==> src/rtl/bcd_pkg.sv <==
// Shared types and helpers for the digit-serial BCD subtractor.
// Holds the FSM state enum, the BCD digit type and the single-digit subtract-with-borrow function.
package bcd_pkg;

    localparam logic [3:0] BCD_MAX = 4'd9;

    typedef logic [3:0] bcd_digit_t;

    typedef enum logic [2:0] {
        ST_IDLE  = 3'd0,
        ST_CHECK = 3'd1,
        ST_SUB   = 3'd2,
        ST_FIX   = 3'd3,
        ST_DONE  = 3'd4
    } state_t;

    typedef struct packed {
        bcd_digit_t digit;
        logic       borrow;
    } digit_res_t;

    // Bit 4 of the 5-bit difference is the sign; a negative digit wraps by adding ten.
    function automatic digit_res_t bcd_sub_digit(input bcd_digit_t x, input bcd_digit_t y,
                                                 input logic bin);
        logic [4:0] t;
        digit_res_t r;
        t = {1'b0, x} - {1'b0, y} - {4'b0000, bin};
        if (t[4]) begin
            r.digit  = t[3:0] + 4'd10;
            r.borrow = 1'b1;
        end else begin
            r.digit  = t[3:0];
            r.borrow = 1'b0;
        end
        return r;
    endfunction

    function automatic logic digit_invalid(input bcd_digit_t d);
        return (d > BCD_MAX);
    endfunction

endpackage

==> src/rtl/bcd_sub_serial_if.sv <==
// Handshake and operand/result bundle of the digit-serial BCD subtractor.
interface bcd_sub_serial_if #(parameter int DIGITS = 4);

    logic                  start;
    logic [4*DIGITS-1:0]   a;
    logic [4*DIGITS-1:0]   b;
    logic                  busy;
    logic                  done;
    logic [4*DIGITS-1:0]   diff;
    logic                  borrow_out;
    logic                  neg;
    logic                  err;

    modport master (output start, a, b,
                    input  busy, done, diff, borrow_out, neg, err);

    modport slave  (input  start, a, b,
                    output busy, done, diff, borrow_out, neg, err);

endinterface

==> src/rtl/bcd_digit_sub.sv <==
// Combinational single BCD digit subtractor: d = x - y - bin, with borrow out.
module bcd_digit_sub
    import bcd_pkg::*;
(
    input  bcd_digit_t x,
    input  bcd_digit_t y,
    input  logic       bin,
    output bcd_digit_t d,
    output logic       bout
);

    digit_res_t res_s;

    assign res_s = bcd_sub_digit(x, y, bin);
    assign d     = res_s.digit;
    assign bout  = res_s.borrow;

endmodule

==> src/rtl/bcd_sub_serial.sv <==
// Digit-serial packed-BCD subtractor (A - B, LSD first) with start/busy/done handshake.
// Define BCD_SUB_SIGN_MAG_EN for sign-magnitude results (extra FIX pass); otherwise ten's complement.
module bcd_sub_serial
    import bcd_pkg::*;
#(
    parameter int DIGITS = 4
) (
    input  logic              clk,
    input  logic              rst,
    bcd_sub_serial_if.slave   bus
);

    localparam logic [2:0] LAST_K = 3'(DIGITS - 1);

    state_t              state_r;
    state_t              state_s;
    logic [4*DIGITS-1:0] a_r;
    logic [4*DIGITS-1:0] b_r;
    logic [4*DIGITS-1:0] diff_r;
    logic [2:0]          k_r;
    logic                borrow_r;
    logic                busy_r;
    logic                done_r;
    logic                borrow_out_r;
    logic                neg_r;
    logic                err_r;

    logic                bad_s;
    logic [4:0]          sel_s;
    bcd_digit_t          x_s;
    bcd_digit_t          y_s;
    bcd_digit_t          dig_s;
    logic                bout_s;

    // Flags any latched operand digit outside 0..9.
    always_comb begin
        bad_s = 1'b0;
        for (int i = 0; i < DIGITS; i++) begin
            bad_s = bad_s | digit_invalid(a_r[4*i +: 4]) | digit_invalid(b_r[4*i +: 4]);
        end
    end

    // The FIX pass negates the stored result in place: 0 - diff_k - borrow.
    always_comb begin
        sel_s = {k_r, 2'b00};
        if (state_r == ST_FIX) begin
            x_s = 4'd0;
            y_s = diff_r[sel_s +: 4];
        end else begin
            x_s = a_r[sel_s +: 4];
            y_s = b_r[sel_s +: 4];
        end
    end

    bcd_digit_sub u_digit_sub (
        .x    (x_s),
        .y    (y_s),
        .bin  (borrow_r),
        .d    (dig_s),
        .bout (bout_s)
    );

    // State register.
    always_ff @(posedge clk or posedge rst) begin
        if (rst) begin
            state_r <= ST_IDLE;
        end else begin
            state_r <= state_s;
        end
    end

    // Next-state logic.
    always_comb begin
        state_s = state_r;
        case (state_r)
            ST_IDLE: begin
                if (bus.start) state_s = ST_CHECK;
                else           state_s = ST_IDLE;
            end
            ST_CHECK: begin
                if (bad_s) state_s = ST_DONE;
                else       state_s = ST_SUB;
            end
            ST_SUB: begin
                if (k_r == LAST_K) begin
`ifdef BCD_SUB_SIGN_MAG_EN
                    if (bout_s) state_s = ST_FIX;
                    else        state_s = ST_DONE;
`else
                    state_s = ST_DONE;
`endif
                end else begin
                    state_s = ST_SUB;
                end
            end
            ST_FIX: begin
                if (k_r == LAST_K) state_s = ST_DONE;
                else               state_s = ST_FIX;
            end
            ST_DONE: state_s = ST_IDLE;
            default: state_s = ST_IDLE;
        endcase
    end

    // Operand latch, serial datapath and registered outputs; done/busy change on the edge entering DONE.
    always_ff @(posedge clk or posedge rst) begin
        if (rst) begin
            a_r          <= '0;
            b_r          <= '0;
            diff_r       <= '0;
            k_r          <= 3'd0;
            borrow_r     <= 1'b0;
            busy_r       <= 1'b0;
            done_r       <= 1'b0;
            borrow_out_r <= 1'b0;
            neg_r        <= 1'b0;
            err_r        <= 1'b0;
        end else begin
            done_r <= 1'b0;
            case (state_r)
                ST_IDLE: begin
                    if (bus.start) begin
                        a_r          <= bus.a;
                        b_r          <= bus.b;
                        diff_r       <= '0;
                        k_r          <= 3'd0;
                        borrow_r     <= 1'b0;
                        busy_r       <= 1'b1;
                        borrow_out_r <= 1'b0;
                        neg_r        <= 1'b0;
                        err_r        <= 1'b0;
                    end
                end
                ST_CHECK: begin
                    if (bad_s) begin
                        err_r        <= 1'b1;
                        diff_r       <= '0;
                        borrow_out_r <= 1'b0;
                        busy_r       <= 1'b0;
                        done_r       <= 1'b1;
                    end
                end
                ST_SUB: begin
                    diff_r[sel_s +: 4] <= dig_s;
                    borrow_r           <= bout_s;
                    k_r                <= k_r + 3'd1;
                    if (k_r == LAST_K) begin
                        k_r          <= 3'd0;
                        borrow_r     <= 1'b0;
                        borrow_out_r <= bout_s;
`ifdef BCD_SUB_SIGN_MAG_EN
                        if (bout_s) begin
                            neg_r <= 1'b1;
                        end else begin
                            busy_r <= 1'b0;
                            done_r <= 1'b1;
                        end
`else
                        busy_r <= 1'b0;
                        done_r <= 1'b1;
`endif
                    end
                end
                ST_FIX: begin
                    diff_r[sel_s +: 4] <= dig_s;
                    borrow_r           <= bout_s;
                    k_r                <= k_r + 3'd1;
                    if (k_r == LAST_K) begin
                        k_r    <= 3'd0;
                        busy_r <= 1'b0;
                        done_r <= 1'b1;
                    end
                end
                ST_DONE: begin
                    busy_r <= 1'b0;
                end
                default: begin
                    busy_r <= 1'b0;
                end
            endcase
        end
    end

    assign bus.busy       = busy_r;
    assign bus.done       = done_r;
    assign bus.diff       = diff_r;
    assign bus.borrow_out = borrow_out_r;
    assign bus.neg        = neg_r;
    assign bus.err        = err_r;

endmodule
==> src/flat_wrapper.sv <==
// flat-port wrapper written by rule: the top's interface ports become plain ports
module bcd_sub_serial_flat import bcd_pkg::*;
#(
    parameter int DIGITS = 4
)
  (clk, rst, bus_start, bus_a, bus_b, bus_busy, bus_done, bus_diff, bus_borrow_out, bus_neg, bus_err);
  bcd_sub_serial_if #(.DIGITS(DIGITS)) bus_i ();
  input  logic clk;
  input  logic rst;
  input wire logic [$bits(bus_i.start)-1:0] bus_start;
  input wire logic [$bits(bus_i.a)-1:0] bus_a;
  input wire logic [$bits(bus_i.b)-1:0] bus_b;
  output wire logic [$bits(bus_i.busy)-1:0] bus_busy;
  output wire logic [$bits(bus_i.done)-1:0] bus_done;
  output wire logic [$bits(bus_i.diff)-1:0] bus_diff;
  output wire logic [$bits(bus_i.borrow_out)-1:0] bus_borrow_out;
  output wire logic [$bits(bus_i.neg)-1:0] bus_neg;
  output wire logic [$bits(bus_i.err)-1:0] bus_err;
  assign bus_i.start = bus_start;
  assign bus_i.a = bus_a;
  assign bus_i.b = bus_b;
  assign bus_busy = bus_i.busy;
  assign bus_done = bus_i.done;
  assign bus_diff = bus_i.diff;
  assign bus_borrow_out = bus_i.borrow_out;
  assign bus_neg = bus_i.neg;
  assign bus_err = bus_i.err;
  bcd_sub_serial #(.DIGITS(DIGITS)) u_core (.clk(clk), .rst(rst), .bus(bus_i));
endmodule
==> config.mk <==
export PLATFORM = sky130hd
export DESIGN_NAME = bcd_sub_serial_flat
export DESIGN_NICKNAME = d
export VERILOG_FILES = /design/src/rtl/bcd_pkg.sv /design/src/rtl/bcd_sub_serial_if.sv /design/src/rtl/bcd_digit_sub.sv /design/src/rtl/bcd_sub_serial.sv /design/src/flat_wrapper.sv
export SDC_FILE = /design/constraint.sdc
export NUM_CORES = 1
export LEC_CHECK = 0
export ABC_CLOCK_PERIOD_IN_PS = 10150
export BUFFER_PORTS_ARGS = -buffer_cell sky130_fd_sc_hd__buf_2
export CAP_MARGIN = 20
export CORE_MARGIN = 5
export CORE_UTILIZATION = 60
export DETAILED_ROUTE_END_ITERATION = 10
export PLACE_DENSITY = 0.89
export RECOVER_POWER = 50
export SKIP_LAST_GASP = 1
export SYNTH_ARGS = -nofsm -noshare
export SYNTH_HDL_FRONTEND = slang
export SYNTH_SLANG_ARGS = --single-unit
==> constraint.sdc <==
create_clock -name clk -period 10.15 [get_ports clk]
set_input_delay 3.045 -clock clk [delete_from_list [all_inputs] [get_ports clk]]
set_output_delay 3.045 -clock clk [all_outputs]
set_load 0.05 [all_outputs]
==> results of run 1 <==
## metal layers
layer | global-route usage (%) | wire length (um) | vias up | share of wire, %
met5 | 0 | 0 | - | 0
met4 | 14.7 | 259 | 0 | 3.3
met3 | 5.74 | 632 | 31 | 8.1
met2 | 38.3 | 3910 | 146 | 50
met1 | 28.3 | 3010 | 1297 | 39
li1 | - | - | 1230 | -
## worst register-to-register path: cells and delay by family, from the launching register on
family | cells | cell delay, ps
AND/OR/NAND/NOR | 2 | 400
adder cells (fa/ha/maj) | 2 | 970
XOR/XNOR | 2 | 680
flip-flops | 1 | 750
multiplexers | 1 | 620
AO/OA/AOI/OAI | 2 | 300
## sequential cells by signal, summed over array words and instances, names as in the netlist
name	count
u_core.k_r	3
u_core.a_r	16
u_core.b_r	16
u_core.borrow_r	1
u_core.bus.busy	1
u_core.bus.diff	16
u_core.bus.borrow_out	1
u_core.bus.err	1
u_core.state_r	3
u_core.bus.done	1
## layout make-up
cell class                      instances  area, um2
Multi-Input combinational cell        244       1600
Fill cell                             352       1470
Clock inverter                          2       35.0
Tap cell                               70       87.6
Inverter                               11       41.3
Sequential cell                        59       1480
Timing Repair Buffer                   57        304
Clock buffer                           13        159
## worst paths after layout
check / slack (ps) / start / cells after the start / endpoint
worst max-delay path: 4540 / rst / 3 / u_core.state_r[2]
worst min-delay path: 480 / u_core.a_r[12] / 2 / u_core.a_r[12]
worst max register to register: 6310 / u_core.k_r[0] / 9 / u_core.bus.diff[13]
worst min register to register: 480 / u_core.a_r[12] / 2 / u_core.a_r[12]
max in group clk: 5840 / bus_start / 4 / u_core.k_r[1]
min in group asynchronous: 3880 / rst / 3 / u_core.b_r[1]
## synthesized netlist by cell type, drive strengths merged, types with 3 or more instances
library cell	count
nand2	127
dfrtp	59
a22o	14
o21ai	14
mux4	12
ha	11
inv	10
clkbuf	8
a21oi	7
nor2	7
buf	6
nor3	5
a21o	4
o2bb2ai	4
xor2	4
nand2b	3
nand4	3
## cell families (layout without fill, tap and decap cells)
| family | count (synthesis) | count (layout) | share of synthesized area (%) |
|---|---|---|---|
| multiplexers | 13 | 13 | 8.72 |
| XOR/XNOR | 5 | 5 | 1.60 |
| AND/OR/NAND/NOR | 160 | 160 | 21.8 |
| buffers and inverters | 25 | 83 | 4.24 |
| AO/OA/AOI/OAI | 52 | 52 | 12.1 |
| flip-flops | 59 | 59 | 45.9 |
| adder cells (fa/ha/maj) | 13 | 13 | 5.53 |
| other | 1 | 1 | 0.117 |
## per-stage QoR
| stage | utilization, % | std cells | worst slack [ps] | instance area [um2] |
|---|---|---|---|---|
| after floorplan | - | 328 | 5650 | 3220 |
| after global placement | 67.4 | 439 | 5740 | 3490 |
| after detailed placement | 67.4 | 439 | 5710 | 3490 |
| after CTS | 71.1 | 454 | 6070 | 3680 |
| after global routing | 71.6 | 456 | 3810 | 3710 |
| final | 71.6 | 456 | 4540 | 3710 |
## power by group through the flow
| stage | logic, W | clock network (W) | registers (W) |
|---|---|---|---|
| 5_1_grt | 0.000884 | 0.000227 | 0.000406 |
| 6_report | 0.000809 | 0.000213 | 0.000397 |
| 2_1_floorplan | 0.000605 | 0 | 0.000387 |
| 3_5_place_dp | 0.000788 | 0 | 0.000397 |
| 4_1_cts | 0.000794 | 0.000215 | 0.000393 |
| 3_3_place_gp | 0.000765 | 0 | 0.000388 |
==> impl_metrics.ini, run 1 <==
[status]
status = complete, but fails checks
violated_checks = capacitance limit, slew limit

[setup_path]
worst_ep_arrival_time_ps = 5370
worst_setup_path_type = primary input to asynchronous set/reset pin
path_delay_family = buffers and inverters
cp_max_fo = 59
critPathCaptureType = asynchronous set/reset pin
crit_path_top_delay_cell = sky130_fd_sc_hd__clkbuf_1
crit_path_max_cell_delay_ps = 2170
worst-path-buf-inv = 3
crit_path_cell_trace = buf_2 > clkinv_1 > clkbuf_1
worst_ep_required_time_ps = 9910
crit_start_category = primary input

[sta]
slew-limit-headroom_pct = -106
total_negative_setup_slack_ps = 0
worst_clock_skew_ps = 10.2
hold_violations = 0
maxSlewViolCount = 60
timing.final.setup_violations = 0
rsz0062_at_grt = no
timing.fmax_ghz = 0.178
hold-worst-slack_ps = 482
transition_time_of_the_tightest_slew_check_pin_ps = 3090
finalCritPeriodShare_pct = 55.3
period_needed_ps = 5610

[clock_tree]
post_cts_buffers = 0
insertion_delay_ps = 340
cts_hold_buffers = 0
cts_tree = yes
numCtsBuffers = 9
clk_root_buffer_cell = sky130_fd_sc_hd__clkbuf_8
clock_path_buffers = 2
clock_sink_count = 59
cts.repair.resized = 0
cts.reportedPaths.clkPinSlew_ps = 60
htree_levels = 3

[routing]
ant_nets = 0
routed_vias_inst = 5.93
routed_wire_length_per_instance_um = 17.1
detailedRoute.firstIterationViolations = 220
dr.pass1.iters = 5
route.detailed.drc = 0
routed_wl_um = 7810
via_count = 2704

[grt]
globalRouteTotalUtil_pct = 23.6
antenna_violations_before_repair = 0
via_count_of_the_first_global_routing_pass = 2729
grt_first_pass_wirelength_um = 12900
grt_start_max_net_pins = 60
remaining_overflow_grt = 0

[power_and_ir_drop]
vdd_drop_max_mv = 0.229
total_leakage_power_nw = 1.89
power_share_of_the_sequential_group_pct = 28.0
power-per-cell-area_mw_per_mm2 = 383
p_total_w = 0.00142
share_comb_of_total_power_pct = 57.0
intPower_w = 0.000745
power.share.switching_pct = 47.5
p_clk_share_pct = 15.0
p_sw_w = 0.000674

[layout]
most_used_cells_in_the_layout_excluding_fill_and_tap_cells = 127 x sky130_fd_sc_hd__nand2_1, 59 x sky130_fd_sc_hd__dfrtp_1, 53 x sky130_fd_sc_hd__buf_2, 14 x sky130_fd_sc_hd__o21ai_0, 14 x sky130_fd_sc_hd__a22o_1
final_stage_net_count = 430
area_delta_synth_final_pct = 15.3
antenna_cells_inserted = 0
drive_above_1_share_pct = 23.8
layout_commonest_cell = sky130_fd_sc_hd__nand2_1

[synthesis]
synthesis.instances = 328
synth_top_area_share_pct = 45.9
synthDistinctLibCells = 49
syn-mean-instance-area_um2 = 9.80
ys_seq_elements = 59
dominantRegCellSynth = sky130_fd_sc_hd__dfrtp_1
mappedNetlistNets = 376
synth_warnings = 0
asyncSetResetFlopFracSynth_pct = 100
post_synth_instance_area_mm2 = 0.00322
synth-seq-area-share_pct = 45.9
yosysTopAreaCell = sky130_fd_sc_hd__dfrtp_1
synthTopCellsByArea = sky130_fd_sc_hd__dfrtp_1 46%, sky130_fd_sc_hd__nand2_1 15%, sky130_fd_sc_hd__mux4_2 8.4%, sky130_fd_sc_hd__ha_1 4.3%, sky130_fd_sc_hd__a22o_1 3.8%
synth_edf_count = 0

[floorplanning]
fp.dieH_um = 83.2
floorplan.initialDensity_pct = 62.2
core_area_mm2 = 0.00517
die-area_mm2 = 0.00692
floorplan.rows = 26
design.portCount = 56
die_width_um = 83.2

[placement]
dp_hpwl_um = 5700
globalplace.congestion = 0.873
placement.io_buffers = 54

[min_path]
worstHoldPathType = flip-flop to flip-flop

[job]
drv.max_cap_violation_count = 1
(Power assumes the default switching activity.)
==> run 2, diff against run 1 <==
Settings changed: ABC_CLOCK_PERIOD_IN_PS 10150 to 5800, CORE_UTILIZATION 60 to 56, PLACE_DENSITY 0.89 to 0.84.
Clock period 10.15 ns to 5.8 ns, I/O delays scaled along.
==> run 2 against run 1 <==
  * The flow now finishes without violations
  * Critical path type is now flip-flop to flip-flop
  * Total power rose by 69%
  * Largest cell class unchanged
  * Clock power rose by 60%
  * Sequential power rose by 73%
  * First-iteration DRC count rose by 1.8%
  * Setup slack got worse by 2600 ps
  * Clock skew fell by 1.0 ps
  * Critical path depth rose by 10
  * Die area rose by 6.3%
  * Sequential share of layout area rose by 0.35 points
  * Via count fell by 1.1%
  * Combinational power rose by 71%
  * Worst hold slack got worse by 8.6 ps
==> impl_metrics.ini, run 2 (same netlist as run 1, synthesis figures left out) <==
[status]
status = complete, no violations

[min_path]
hold_depth = 2
worstHoldPathType = flip-flop to flip-flop
worstHoldEndpoint = u_core.bus.err
worst_hold_startpoint = u_core.bus.err

[job]
drv.max_cap_violation_count = 0

[setup_path]
rr_worst_depth = 13
crit_path_top_delay_cell = sky130_fd_sc_hd__dfrtp_1
worst_ep_arrival_time_ps = 4080
r2r_setup_slack_ps = 1950
cp.depth = 13
crit_path_max_cell_delay_ps = 770
crit_top_cell = sky130_fd_sc_hd__nand2_1
worst_r2r_startpoint = u_core.k_r[1]
crit_path_cell_trace = inv_1 > mux4_2 > nand2_1 > nand2_1 > nand2_1 > fa_1 > fa_1 > xor2_1 > ha_1 > nor3_1 > a211oi_2 > xor2_2 > a22o_1
worst_r2r_endpoint = u_core.bus.diff[7]
worst_ep_required_time_ps = 6030
worst_setup_path_type = flip-flop to flip-flop
cp_max_fo = 15
worst-path-buf-inv = 1
path_delay_family = adder cells
crit_start_category = flip-flop
critPathCaptureType = flip-flop

[placement]
placement.io_buffers = 54
placement.setup.worst_slack_ps = 2030
dp_hpwl_um = 5790
globalplace.congestion = 0.864

[power_and_ir_drop]
total_leakage_power_nw = 1.88
power-per-cell-area_mw_per_mm2 = 655
vdd_drop_max_mv = 0.339

[clock_tree]
cts_hold_buffers = 0
cts.reportedPaths.clkPinSlew_ps = 70
cts_tree = yes
cts.repair.resized = 0
htree_levels = 3
numCtsBuffers = 9
clock_sink_count = 59
clock_path_buffers = 2
insertion_delay_ps = 340
clk_root_buffer_cell = sky130_fd_sc_hd__clkbuf_8
post_cts_buffers = 0

[grt]
antenna_violations_before_repair = 0
remaining_overflow_grt = 0
via_count_of_the_first_global_routing_pass = 2647
grt_start_max_net_pins = 60
globalRouteTotalUtil_pct = 23.2
grt_first_pass_wirelength_um = 13200

[routing]
wl_met3_um = 584
routed_wl_um = 7910
detailedRoute.firstIterationViolations = 224
wl_met1_um = 3290
routed_wire_length_per_instance_um = 17.3
topRoutingLayerUsed = met4
wl_met2_um = 3790
via_count = 2674
dr.pass1.iters = 5
routed_vias_inst = 5.84
route.detailed.drc = 0
ant_nets = 0

[layout]
drive_above_1_share_pct = 24.1
layout_commonest_cell = sky130_fd_sc_hd__nand2_1
area_delta_synth_final_pct = 14.2
antenna_cells_inserted = 0
most_used_cells_in_the_layout_excluding_fill_and_tap_cells = 127 x sky130_fd_sc_hd__nand2_1, 59 x sky130_fd_sc_hd__dfrtp_1, 53 x sky130_fd_sc_hd__buf_2, 14 x sky130_fd_sc_hd__o21ai_0, 14 x sky130_fd_sc_hd__a22o_1
final_stage_net_count = 430
fillerInstances = 440

[sta]
finalCritPeriodShare_pct = 66.3
timing.final.setup_violations = 0
rsz0062_at_grt = no
slew-limit-headroom_pct = 13.0
transition_time_of_the_tightest_slew_check_pin_ps = 1300
worst_clock_skew_ps = 9.18
timing.fmax_ghz = 0.260
period_needed_ps = 3850
maxSlewViolCount = 0
fin_ws_ps = 1950
hold_violations = 0
total_negative_setup_slack_ps = 0

[floorplanning]
die_width_um = 85.8
floorplan.rows = 27
core_area_mm2 = 0.00554
design.portCount = 56
fp.dieH_um = 85.8
die-area_mm2 = 0.00736
floorplan.initialDensity_pct = 58.0
==> run 2: changes by cell type in the layout (fill, tap and decap cells not counted) <==
cell,previous run,this run
sky130_fd_sc_hd__bufinv_16,1,0
sky130_fd_sc_hd__buf_16,1,0
sky130_fd_sc_hd__inv_1,8,9
sky130_fd_sc_hd__clkinv_2,1,2
sky130_fd_sc_hd__clkinv_1,2,1
sky130_fd_sc_hd__clkbuf_1,5,4
sky130_fd_sc_hd__buf_4,0,1
sky130_fd_sc_hd__clkbuf_8,11,12
==> run 2: worst max path at each step <==
stage / startpoint / endpoint / slack, ps
after global placement: u_core.k_r[0] / u_core.bus.diff[7] / 2200
final: u_core.k_r[1] / u_core.bus.diff[7] / 1950
after detailed placement: u_core.k_r[0] / u_core.bus.diff[7] / 2030
after floorplan: u_core.k_r[0] / u_core.bus.diff[11] / 2410
after CTS: u_core.k_r[1] / u_core.bus.diff[7] / 1940
after global routing: u_core.k_r[1] / u_core.bus.diff[7] / 1670
==> run 2: area by class of cell <==
type	count	area, um2	area share, %
clock buffer	13	169	4.60
clock inverter	2	10.0	0.272
inverter	11	41.3	1.12
multi-input combinational	244	1600	43.6
sequential	59	1480	40.2
tap	72	90.1	2.45
timing repair buffer	57	284	7.73
==> run 2: through the flow <==
step / power (W) / cell area (um2) / instances / util, % / hold slack (ps)
after floorplan: 0.00174 / 3220 / 328 / - / 440
after global placement: 0.00197 / 3490 / 441 / 63.0 / 456
after global routing: 0.00258 / 3670 / 458 / 66.3 / 509
after detailed placement: 0.00204 / 3520 / 442 / 63.5 / 459
final: 0.00241 / 3670 / 458 / 66.3 / 474
after CTS: 0.00240 / 3690 / 457 / 66.7 / 475
==> run 2: power breakdown <==
group	leakage [nW]	switching, W	total [W]	internal (W)
Combinational	1.02	0.000850	0.00138	0.000529
Clock	0.0953	0.000155	0.000341	0.000186
Sequential	0.764	0.000137	0.000685	0.000548
==> run 2: tightest hold or removal path, stage by stage, from the launching register on <==
cell,delay [ps]
sky130_fd_sc_hd__dfrtp_1,340
sky130_fd_sc_hd__nand2_1,50
sky130_fd_sc_hd__nand2_1,50
==> run 2: routing by layer <==
layer	global-route usage [%]	up-vias
met5	0	-
met4	11.1	0
met3	5.28	28
met2	37.3	128
met1	29.9	1289
li1	-	1229
